File: config.mk
export PLATFORM = sky130hd
export DESIGN_NAME = string_index_unit
export DESIGN_NICKNAME = d
export VERILOG_FILES = /design/src/rtl/string_index_unit_pkg.sv /design/src/rtl/string_index_unit_index.sv /design/src/rtl/string_index_unit.sv
export SDC_FILE = /design/constraint.sdc
export NUM_CORES = 1
export LEC_CHECK = 0
export CAP_MARGIN = 5
export CORE_UTILIZATION = 51
export DETAILED_ROUTE_END_ITERATION = 10
export HOLD_SLACK_MARGIN = 0.06
export PLACE_DENSITY = 0.78
export SYNTH_ARGS = -nofsm -noshare
export SYNTH_HDL_FRONTEND = slang
export SYNTH_SLANG_ARGS = --single-unit
File: constraint.sdc
create_clock -name CLK -period 2.6 [get_ports CLK]
set_clock_uncertainty 0.1 [all_clocks]
set_input_delay 0.52 -clock CLK [delete_from_list [all_inputs] [get_ports CLK]]
set_output_delay 0.52 -clock CLK [all_outputs]
set_load 0.03 [all_outputs]
File: src/rtl/string_index_unit_pkg.sv
// Shared constants for the string index unit: FSM states, index selects, step sizes.
package string_index_unit_pkg;

  typedef enum logic [1:0] {
    ST_IDLE = 2'd0,
    ST_XFER = 2'd1,
    ST_DONE = 2'd2
  } state_t;

  localparam logic IDX_SI = 1'b0;
  localparam logic IDX_DI = 1'b1;

  localparam int unsigned STEP_BYTE = 1;
  localparam int unsigned STEP_WORD = 2;

endpackage

File: src/rtl/string_index_unit_index.sv
// One string index register (SI or DI): load beats advance, advance steps by byte/word.
module index_reg
  import string_index_unit_pkg::*;
#(
  parameter int unsigned WIDTH = 16
) (
  input  logic             CLK,
  input  logic             RST,
  input  logic             load,
  input  logic [WIDTH-1:0] load_data,
  input  logic             advance,
  input  logic             DF,
  input  logic             WORD,
  output logic [WIDTH-1:0] Q
);

  logic [WIDTH-1:0] step;

  assign step = WORD ? WIDTH'(STEP_WORD) : WIDTH'(STEP_BYTE);

  // Modulo-2^WIDTH arithmetic wraps naturally.
  always_ff @(negedge CLK or posedge RST) begin
    if (RST) begin
      Q <= '0;
    end else if (load) begin
      Q <= load_data;
    end else if (advance) begin
      Q <= DF ? (Q - step) : (Q + step);
    end
  end

endmodule

File: src/rtl/string_index_unit.sv
// SI/DI/count unit with REP sequencing; one element per REQ/ACK handshake.
module string_index_unit
  import string_index_unit_pkg::*;
#(
  parameter int unsigned WIDTH     = 16,
  parameter int unsigned CNT_WIDTH = 16
) (
  input  logic                 CLK,
  input  logic                 RST,
  input  logic                 LD_ENA,
  input  logic                 LD_SEL,
  input  logic [WIDTH-1:0]     D,
  input  logic                 STEP,
  input  logic                 DF,
  input  logic                 WORD,
  input  logic                 SRC_EN,
  input  logic                 DST_EN,
  input  logic                 REP_START,
  input  logic [CNT_WIDTH-1:0] CNT_IN,
  input  logic                 ACK,
  input  logic                 ABORT,
  output logic [WIDTH-1:0]     SI_Q,
  output logic [WIDTH-1:0]     DI_Q,
  output logic [CNT_WIDTH-1:0] CNT_Q,
  output logic                 REQ,
  output logic                 BUSY,
  output logic                 DONE
);

  state_t               state_q, state_d;
  logic [CNT_WIDTH-1:0] cnt_d;
  logic                 ld_si, ld_di, adv;
  logic                 req_d, busy_d, done_d;

  always_ff @(negedge CLK or posedge RST) begin
    if (RST) begin
      state_q <= ST_IDLE;
      CNT_Q   <= '0;
      REQ     <= 1'b0;
      BUSY    <= 1'b0;
      DONE    <= 1'b0;
    end else begin
      state_q <= state_d;
      CNT_Q   <= cnt_d;
      REQ     <= req_d;
      BUSY    <= busy_d;
      DONE    <= done_d;
    end
  end

  always_comb begin
    state_d = state_q;
    cnt_d   = CNT_Q;
    ld_si   = 1'b0;
    ld_di   = 1'b0;
    adv     = 1'b0;
    unique case (state_q)
      ST_IDLE: begin
        if (LD_ENA) begin
          ld_si = (LD_SEL == IDX_SI);
          ld_di = (LD_SEL == IDX_DI);
        end else if (REP_START) begin
          cnt_d   = CNT_IN;
          state_d = (CNT_IN == '0) ? ST_DONE : ST_XFER;
        end else if (STEP) begin
          adv = 1'b1;
        end
      end
      ST_XFER: begin
        // ACK step is applied even when ABORT arrives on the same edge.
        if (ACK) begin
          adv = 1'b1;
          if (CNT_Q != '0) begin
            cnt_d = CNT_Q - CNT_WIDTH'(1);
          end
          if (CNT_Q <= CNT_WIDTH'(1)) begin
            state_d = ST_DONE;
          end else if (ABORT) begin
            state_d = ST_IDLE;
          end
        end else if (ABORT) begin
          state_d = ST_IDLE;
        end
      end
      ST_DONE: state_d = ST_IDLE;
      default: state_d = ST_IDLE;
    endcase
    req_d  = (state_d == ST_XFER);
    busy_d = (state_d == ST_XFER);
    done_d = (state_d == ST_DONE);
  end

  index_reg #(.WIDTH(WIDTH)) u_si (
    .CLK       (CLK),
    .RST       (RST),
    .load      (ld_si),
    .load_data (D),
    .advance   (adv & SRC_EN),
    .DF        (DF),
    .WORD      (WORD),
    .Q         (SI_Q)
  );

  index_reg #(.WIDTH(WIDTH)) u_di (
    .CLK       (CLK),
    .RST       (RST),
    .load      (ld_di),
    .load_data (D),
    .advance   (adv & DST_EN),
    .DF        (DF),
    .WORD      (WORD),
    .Q         (DI_Q)
  );

endmodule
==> metrics.txt, run 1 <==
root buf cell clkbuf_8; post-synthesis xor/xnor area fraction 0.0364; clk sinks 52; post-synthesis mux area share 0.00796; largest family of logic cells by synthesized area compound AO/OA/AOI/OAI gates; worst_ep kind sequential cell input; Post-synth EDFFs 0; post-synth top area cell dfrtn_1; leading post-synthesis cells by cell area dfrtn_1 (32%), ha_1 (10%), o21ai_0 (6.7%), a21oi_1 (5.0%), a22oi_1 (4.0%); Syn Std Cell Area 4090 um^2; Fail Step 5_1_grt; simple-gate portion of the synthesized area 0.194; DIE HEIGHT 91.5 um; syn nets 559; total CTS buffers 5; CTS H-tree lvls 2; Site Rows 32; Error [ERROR DPL-0038] Utilization greater than 100%, impossible to legalize; Avg Inst Size Synth 8.52 um^2; Ports 95; RePlAce Congestion 0.969; Post-Synth Adder-Cell Area 0.111; top cells by count, synth o21ai_0 (55), dfrtn_1 (52), a21oi_1 (41), nor2_1 (38), nand2_1 (36); outcome stopped before the end; compound-gate portion of the synthesized area 0.291; count leader, synth o21ai_0; I/O Buffers 94; last worst endpoint in the global-route repair_timing u_si.Q[15]$_DFFE_NP0P_/D; placed inst area 6280 um^2; Ys Warns 0; count of different cell masters after synthesis 63; sequential fraction of the synthesis area 0.318; synthesized instance count 480; HPWL after DPL 11000 um; Synth top area share 0.318; pin count of the biggest net entering global routing 28; async set-reset flop share out of synthesis 1.00; width of the die 91.5 um; Max clock buf depth 2; Synth Flop Type dfrtn_1; flops & latches, synth 52; initial cell density of the core 0.529
[stage by stage]
stage          instances  worst slack [ns]  TNS [ns]
3_5_place_dp         789             -2.01    -72.71
2_1_floorplan        480             -1.23    -31.85
3_3_place_gp         789             -1.96    -71.00
4_1_cts              846             -1.15    -42.34
[what timing repair did]
item / 4_1_cts
hold buffers: 0
resized for setup: 267
endpoints found under the setup margin: 103
cloned: 4
buffers inserted: 46
pin swaps: 71
[logic make-up after synthesis]
kind of cell	count (synthesis)
AO/OA/AOI/OAI	183
XOR/XNOR	17
adder cells (fa/ha/maj)	35
buffers and inverters	38
flip-flops	52
multiplexers	3
AND/OR/NAND/NOR	152
==> run 2: changes to the inputs <==
--- a/config.mk
+++ b/config.mk
@@ -6,10 +6,9 @@
 export NUM_CORES = 1
 export LEC_CHECK = 0
 export CAP_MARGIN = 5
-export CORE_UTILIZATION = 51
+export CORE_UTILIZATION = 40
 export DETAILED_ROUTE_END_ITERATION = 10
-export HOLD_SLACK_MARGIN = 0.06
-export PLACE_DENSITY = 0.78
+export PLACE_DENSITY_LB_ADDON = 0.15
 export SYNTH_ARGS = -nofsm -noshare
 export SYNTH_HDL_FRONTEND = slang
 export SYNTH_SLANG_ARGS = --single-unit
==> run 2 against run 1 <==
  * The flow now finishes, with violations (negative setup slack)
  * Synthesized cell count did not move
  * Synthesized area did not move
==> metrics.txt, run 2 <==
most used cell, CP buf_12; CTS Hold Bufs 0; DRC viols 0; CP Cell Sequence buf_12, buf_12, nand2_8, buf_6, fa_2, nor2b_2, o31a_1, nand2b_4, a221o_1, a41oi_2, mux2i_1, o21ai_1; Syn Std Cell Area 4090 um^2; max incr delay on CP 0.34 ns; net switching power 3.27 mW; WHS Path Cells 2; width of the die 103 um; CP Class input pin to flip-flop; Core Box Area 9820 um^2; GRT Resource Usage Total 0.312; pin count of the biggest net entering global routing 25; top cells by count, synth o21ai_0 (55), dfrtn_1 (52), a21oi_1 (41), nor2_1 (38), nand2_1 (36); RSZ-0062 raised after global routing yes; hold worst-path end CNT_Q[7]; placed cell count 828; total CTS buffers 5; DIE HEIGHT 103 um; flops & latches, synth 52; switch share 0.438; clk slew on worst S/H paths 0.07 ns; Final Hold Viols 0; HP Start CNT_Q[7]; Leak Pwr 3.44 nW; synthesized instance count 480; post-route worst setup slack -1.19 ns; post-synth top area cell dfrtn_1; Final Slew Violations 0; CTS tree done; Max-cap violations 0; Site Rows 36; Ys Warns 0; Avg Inst Size Synth 8.52 um^2; final hold slack 0.420 ns; Max clock buf depth 2; WP data arrival 2.54 ns; global route total overflow 0; non-filler instance count after layout 901; clk sinks 52; r2r startpoint u_si.Q[0]; Ant. Diodes 0; outcome finished, violations left; count of different cell masters after synthesis 63; 1st-iter DRT viols 328; Comb pwr share 0.751; Relative slew margins 0.537; syn nets 559; synthesis-to-finish area growth 90.5%; most frequent cells in the layout buf_4 (178), buf_6 (74), dfrtn_1 (52); Ports 95; HPWL after DPL 10800 um; Sequential Power Share 0.179; Setup crit end kind flip-flop; Worst Path Buf+Inv 3; biggest regs CNT_Q (16), u_di.Q (16), u_si.Q (16); flop2flop setup slack -0.15 ns; first-pass GRT wire length 25400 um; Clock Latency Late Sink 0.32 ns; Critical-path top delay cell a221o_1; commonest non-fill, non-tap cell in the layout buf_4; RePlAce Congestion 0.883; Post-synth EDFFs 0; worst r2r dst u_si.Q[14]; failing checks negative setup slack; CP required 1.35 ns; fin area 7790 um^2; Vias 5225; count leader, synth o21ai_0; post-route ant nets 0; drt pass-1 iters 5; placed inst area 6420 um^2; share of cells above drive strength 1 0.531; initial cell density of the core 0.416; initial antenna violation count 0; drt via density 5.80; Pint 4.20 mW; total wire length 17600 um; # nets final 846; worst min-delay path class flip-flop to flip-flop; WL/cell 19.6 um; Clk network pwr share 0.070; vias in the first global route 5072; startpoint class of the critical path input pin; VDD IR-drop max 553 uV; async set-reset flop share out of synthesis 1.00; worst-margin pin slew 0.695 ns; CP top delay family compound AO/OA/AOI/OAI gates; Final Power 7.46 mW; Synth Flop Type dfrtn_1; leading post-synthesis cells by cell area dfrtn_1 (32%), ha_1 (10%), o21ai_0 (6.7%), a21oi_1 (5.0%), a22oi_1 (4.0%); Worst R2R Path Depth 12; final setup fails 103; I/O Buffers 94; Die ar. 10600 um^2; sequential fraction of the synthesis area 0.318; CP Max Fanout 5; CTS H-tree lvls 2; power per cell area 958 nW/um^2; root buf cell clkbuf_8; Synth top area share 0.318
[run 2: how the worst max path moves through the flow]
stage,start,end,slack (ns),cells after the start
5_1_grt,DF,u_si.Q[14],-1.22,12
2_1_floorplan,WORD,u_si.Q[15],-1.23,11
3_3_place_gp,WORD,u_si.Q[15],-1.93,13
3_5_place_dp,WORD,u_si.Q[15],-2.01,13
6_report,DF,u_si.Q[14],-1.19,12
4_1_cts,DF,u_si.Q[14],-1.20,12
[run 2: metal layers]
layer  GRT usage  share of wire
met5           0              0
met4      0.0867          0.023
met3      0.0393          0.071
met2       0.533           0.50
met1       0.416           0.41
[run 2: area by class of cell]
type / instances / area [um^2]
tap: 133 / 166
multi-input combinational: 392 / 3440
sequential: 52 / 1300
fill: 628 / 2030
clock buffer: 8 / 90.1
timing repair buffer: 298 / 2710
inverter: 18 / 90.1
[run 2: per-stage QoR]
stage | TNS [ns] | setup WS, ns | utilization
finish | -44.33 | -1.19 | 0.793
global route | -47.99 | -1.22 | 0.793
CTS | -43.25 | -1.20 | 0.747
detailed placement | -73.26 | -2.01 | 0.654
global placement | -71.47 | -1.93 | 0.654
floorplan | -31.85 | -1.23 | -
[run 2: worst reg2reg max path, cell delays in order (launching register included)]
cell      delay (ns)
dfrtn_1         0.38
buf_4           0.15
buf_4           0.13
inv_1           0.09
ha_4            0.15
fa_2            0.21
nor2b_2         0.05
o31a_1          0.27
nand2b_4        0.16
a221o_1         0.34
a41oi_2         0.22
mux2i_1         0.26
o21ai_1         0.08
[run 2: kinds of logic after synthesis]
| kind of cell | synth area share |
|---|---|
| mux | 0.00796 |
| compound gates | 0.291 |
| buf+inv | 0.0419 |
| fa+ha+maj | 0.111 |
| flops | 0.318 |
| simple gates | 0.194 |
| xor+xnor | 0.0364 |
[run 2: what timing repair did]
item,4_1_cts,5_1_grt
gates resized for setup,216,66
pin swaps,46,62
cloned,2,1
setup endpoints to repair,103,103
buffers inserted,46,19
[run 2: power by group through the flow]
| stage | Clock [mW] | Combinational, mW | Sequential, mW |
|---|---|---|---|
| floorplan | 0 | 1.82 | 1.88 |
| global placement | 0 | 4.07 | 1.33 |
| detailed placement | 0 | 4.14 | 1.34 |
| CTS | 0.523 | 4.96 | 1.33 |
| global route | 0.552 | 5.94 | 1.36 |
| finish | 0.520 | 5.60 | 1.34 |
No activity file was read; power rests on OpenSTA's default activity.
==> run 3: changes to the inputs <==
--- a/config.mk
+++ b/config.mk
@@ -5,6 +5,7 @@
 export SDC_FILE = /design/constraint.sdc
 export NUM_CORES = 1
 export LEC_CHECK = 0
+export ABC_CLOCK_PERIOD_IN_PS = 2600
 export CAP_MARGIN = 5
 export CORE_UTILIZATION = 40
 export DETAILED_ROUTE_END_ITERATION = 10
==> results of run 3 <==
The final DEF is identical to that of run 2; final timing and power are the same.
==> run 4: changes to the inputs <==
--- a/config.mk
+++ b/config.mk
@@ -5,10 +5,11 @@
 export SDC_FILE = /design/constraint.sdc
 export NUM_CORES = 1
 export LEC_CHECK = 0
-export ABC_CLOCK_PERIOD_IN_PS = 2600
+export ABC_CLOCK_PERIOD_IN_PS = 3400
 export CAP_MARGIN = 5
 export CORE_UTILIZATION = 40
 export DETAILED_ROUTE_END_ITERATION = 10
+export GPL_TIMING_DRIVEN = 0
 export PLACE_DENSITY_LB_ADDON = 0.15
 export SYNTH_ARGS = -nofsm -noshare
 export SYNTH_HDL_FRONTEND = slang
==> constraint.sdc (replaced) <==
create_clock -name CLK -period 3.4 [get_ports CLK]
set_clock_uncertainty 0.1 [all_clocks]
set_input_delay 0.68 -clock CLK [delete_from_list [all_inputs] [get_ports CLK]]
set_output_delay 0.68 -clock CLK [all_outputs]
set_load 0.03 [all_outputs]
==> run 4 against run 3 <==
  * The run still ends with negative setup slack left
  * Sequential cell count unchanged
  * Non-clock buffer count is 89 lower
  * Setup slack better by 0.27 ns
  * Via count down 8.4%
  * Routed wire length is 14% lower
  * Clock-buffer cell count stayed put
  * Die area unchanged
  * Sequential power shrank 24%
  * Critical path depth did not move
  * Largest cell class unchanged
  * Largest power group unchanged
==> metrics.txt, run 4 (synthesized netlist as in run 2, its figures left out) <==
VDD IR-drop max 417 uV; initial antenna violation count 0; # nets final 756; CP required 1.75 ns; worst min-delay path class flip-flop to flip-flop; synthesis-to-finish area growth 67.1%; biggest regs CNT_Q (16), u_di.Q (16), u_si.Q (16); Final Slew Violations 0; Leak Pwr 2.94 nW; non-filler instance count after layout 811; first-pass GRT wire length 23300 um; Core Box Area 9820 um^2; CTS H-tree lvls 2; Clk network pwr share 0.079; total wire length 15300 um; pin count of the biggest net entering global routing 27; CP Launch Point DF; Ports 95; Final Power 5.03 mW; root buf cell clkbuf_8; power per cell area 737 nW/um^2; CTS tree done; drt pass-1 iters 5; total CTS buffers 5; Sequential Power Share 0.202; CP Cell Sequence buf_16, nand2_8, buf_12, buf_4, fa_2, nor2b_4, o31a_1, nand2b_4, a221o_1, a41oi_2, mux2i_1, o21ai_1; share of cells above drive strength 1 0.420; commonest non-fill, non-tap cell in the layout buf_4; Levels on crit path 12; Worst R2R Path Depth 10; Final Hold Viols 0; failing checks negative setup slack; HPWL after DPL 9370 um; DRC viols 0; Pint 2.75 mW; startpoint class of the critical path input pin; clk slew on worst S/H paths 0.07 ns; vias in the first global route 4552; post-route ant nets 0; Critical-path top delay cell a221o_1; clk sinks 52; dpl ws -1.92 ns; Relative slew margins 0.563; CP Max Fanout 6; GRT Resource Usage Total 0.288; Setup crit end kind flip-flop; Vias 4786; Max clock buf depth 2; WP data arrival 2.67 ns; initial cell density of the core 0.416; drt via density 5.90; final setup fails 37; 1st-iter DRT viols 213; switch share 0.453; Die ar. 10600 um^2; Site Rows 36; Fin Setup TNS -20.19 ns; Worst Path Buf+Inv 3; r2r startpoint u_si.Q[5]; WHS Path Cells 2; Clock Latency Late Sink 0.31 ns; placed cell count 707; most frequent cells in the layout buf_4 (91), buf_6 (62), dfrtn_1 (52); Comb pwr share 0.719; HP Start CNT_Q[10]; net switching power 2.28 mW; CP top delay family compound AO/OA/AOI/OAI gates; outcome finished, violations left; global route total overflow 0; RSZ-0062 raised after global routing yes; CP Class input pin to flip-flop; Ant. Diodes 0; WL/cell 18.8 um; I/O Buffers 94; worst-margin pin slew 0.653 ns; Max-cap violations 0; max incr delay on CP 0.34 ns; width of the die 103 um; post-route worst setup slack -0.921 ns; CTS Hold Bufs 0; RePlAce Congestion 0.935; DIE HEIGHT 103 um
-- run 4: changes by cell type in the layout (fill, tap and decap cells not counted), sizes merged --
| cell | change |
|---|---|
| buf | -106 |
| clkbuf | +16 |
| bufbuf | +1 |
| clkinv | +1 |
| clkinvlp | +1 |
| inv | -1 |
| nor2 | -1 |
| or2 | -1 |
-- run 4: area by class of cell --
class | count | area [um^2]
buffer | 18 | 123
clock buffer | 8 | 90.1
fill | 772 | 2990
inverter | 18 | 92.6
multi-input combinational | 390 | 3230
sequential | 52 | 1300
tap | 133 | 166
timing repair buffer | 191 | 1830
timing repair inverter | 1 | 7.51
-- run 4: metrics by stage --
stage / area [um^2] / utilization / hold WS (ns)
detailed placement: 5470 / 0.557 / 0.365
floorplan: 4370 / - / 0.475
CTS: 6500 / 0.662 / 0.380
global placement: 5470 / 0.557 / 0.370
global route: 6830 / 0.696 / 0.432
finish: 6830 / 0.696 / 0.405
-- run 4: worst min-delay path, delay by kind of cell, from the launching register on --
| kind | cells | cell delay [ns] |
|---|---|---|
| flops | 1 | 0.45 |
| compound gates | 2 | 0.15 |
-- run 4: what timing repair did --
action | CTS | global route
setup buffers | 79 | 20
endpoints found under the setup margin | 155 | 82
pin swaps | 57 | 39
gates cloned | 5 | 0
gates resized for setup | 494 | 63
-- run 4: metal layers --
| metal | vias up | share of wire | global-route usage |
|---|---|---|---|
| met2 | 194 | 0.49 | 0.485 |
| li1 | 2200 | - | - |
| met3 | 28 | 0.066 | 0.0434 |
| met4 | 0 | 0.016 | 0.0802 |
| met5 | - | 0 | 0 |
| met1 | 2364 | 0.43 | 0.385 |
-- run 4: power by group through the flow --
stage	clock network, mW	logic (mW)	registers [mW]
after floorplan	0	1.38	1.43
after global placement	0	2.51	1.07
after detailed placement	0	2.55	1.08
after CTS	0.389	3.28	0.990
after global routing	0.418	3.87	1.04
final	0.396	3.62	1.02
-- run 4: path summary, 6_finish.rpt --
check	slack (ns)	end
worst max-delay path	-0.92	u_si.Q[14]
worst min-delay path	0.41	CNT_Q[10]
worst max register to register	0.71	u_si.Q[14]
worst min register to register	0.41	CNT_Q[10]
max in group asynchronous	0.32	CNT_Q[11]
min in group asynchronous	2.45	u_di.Q[11]
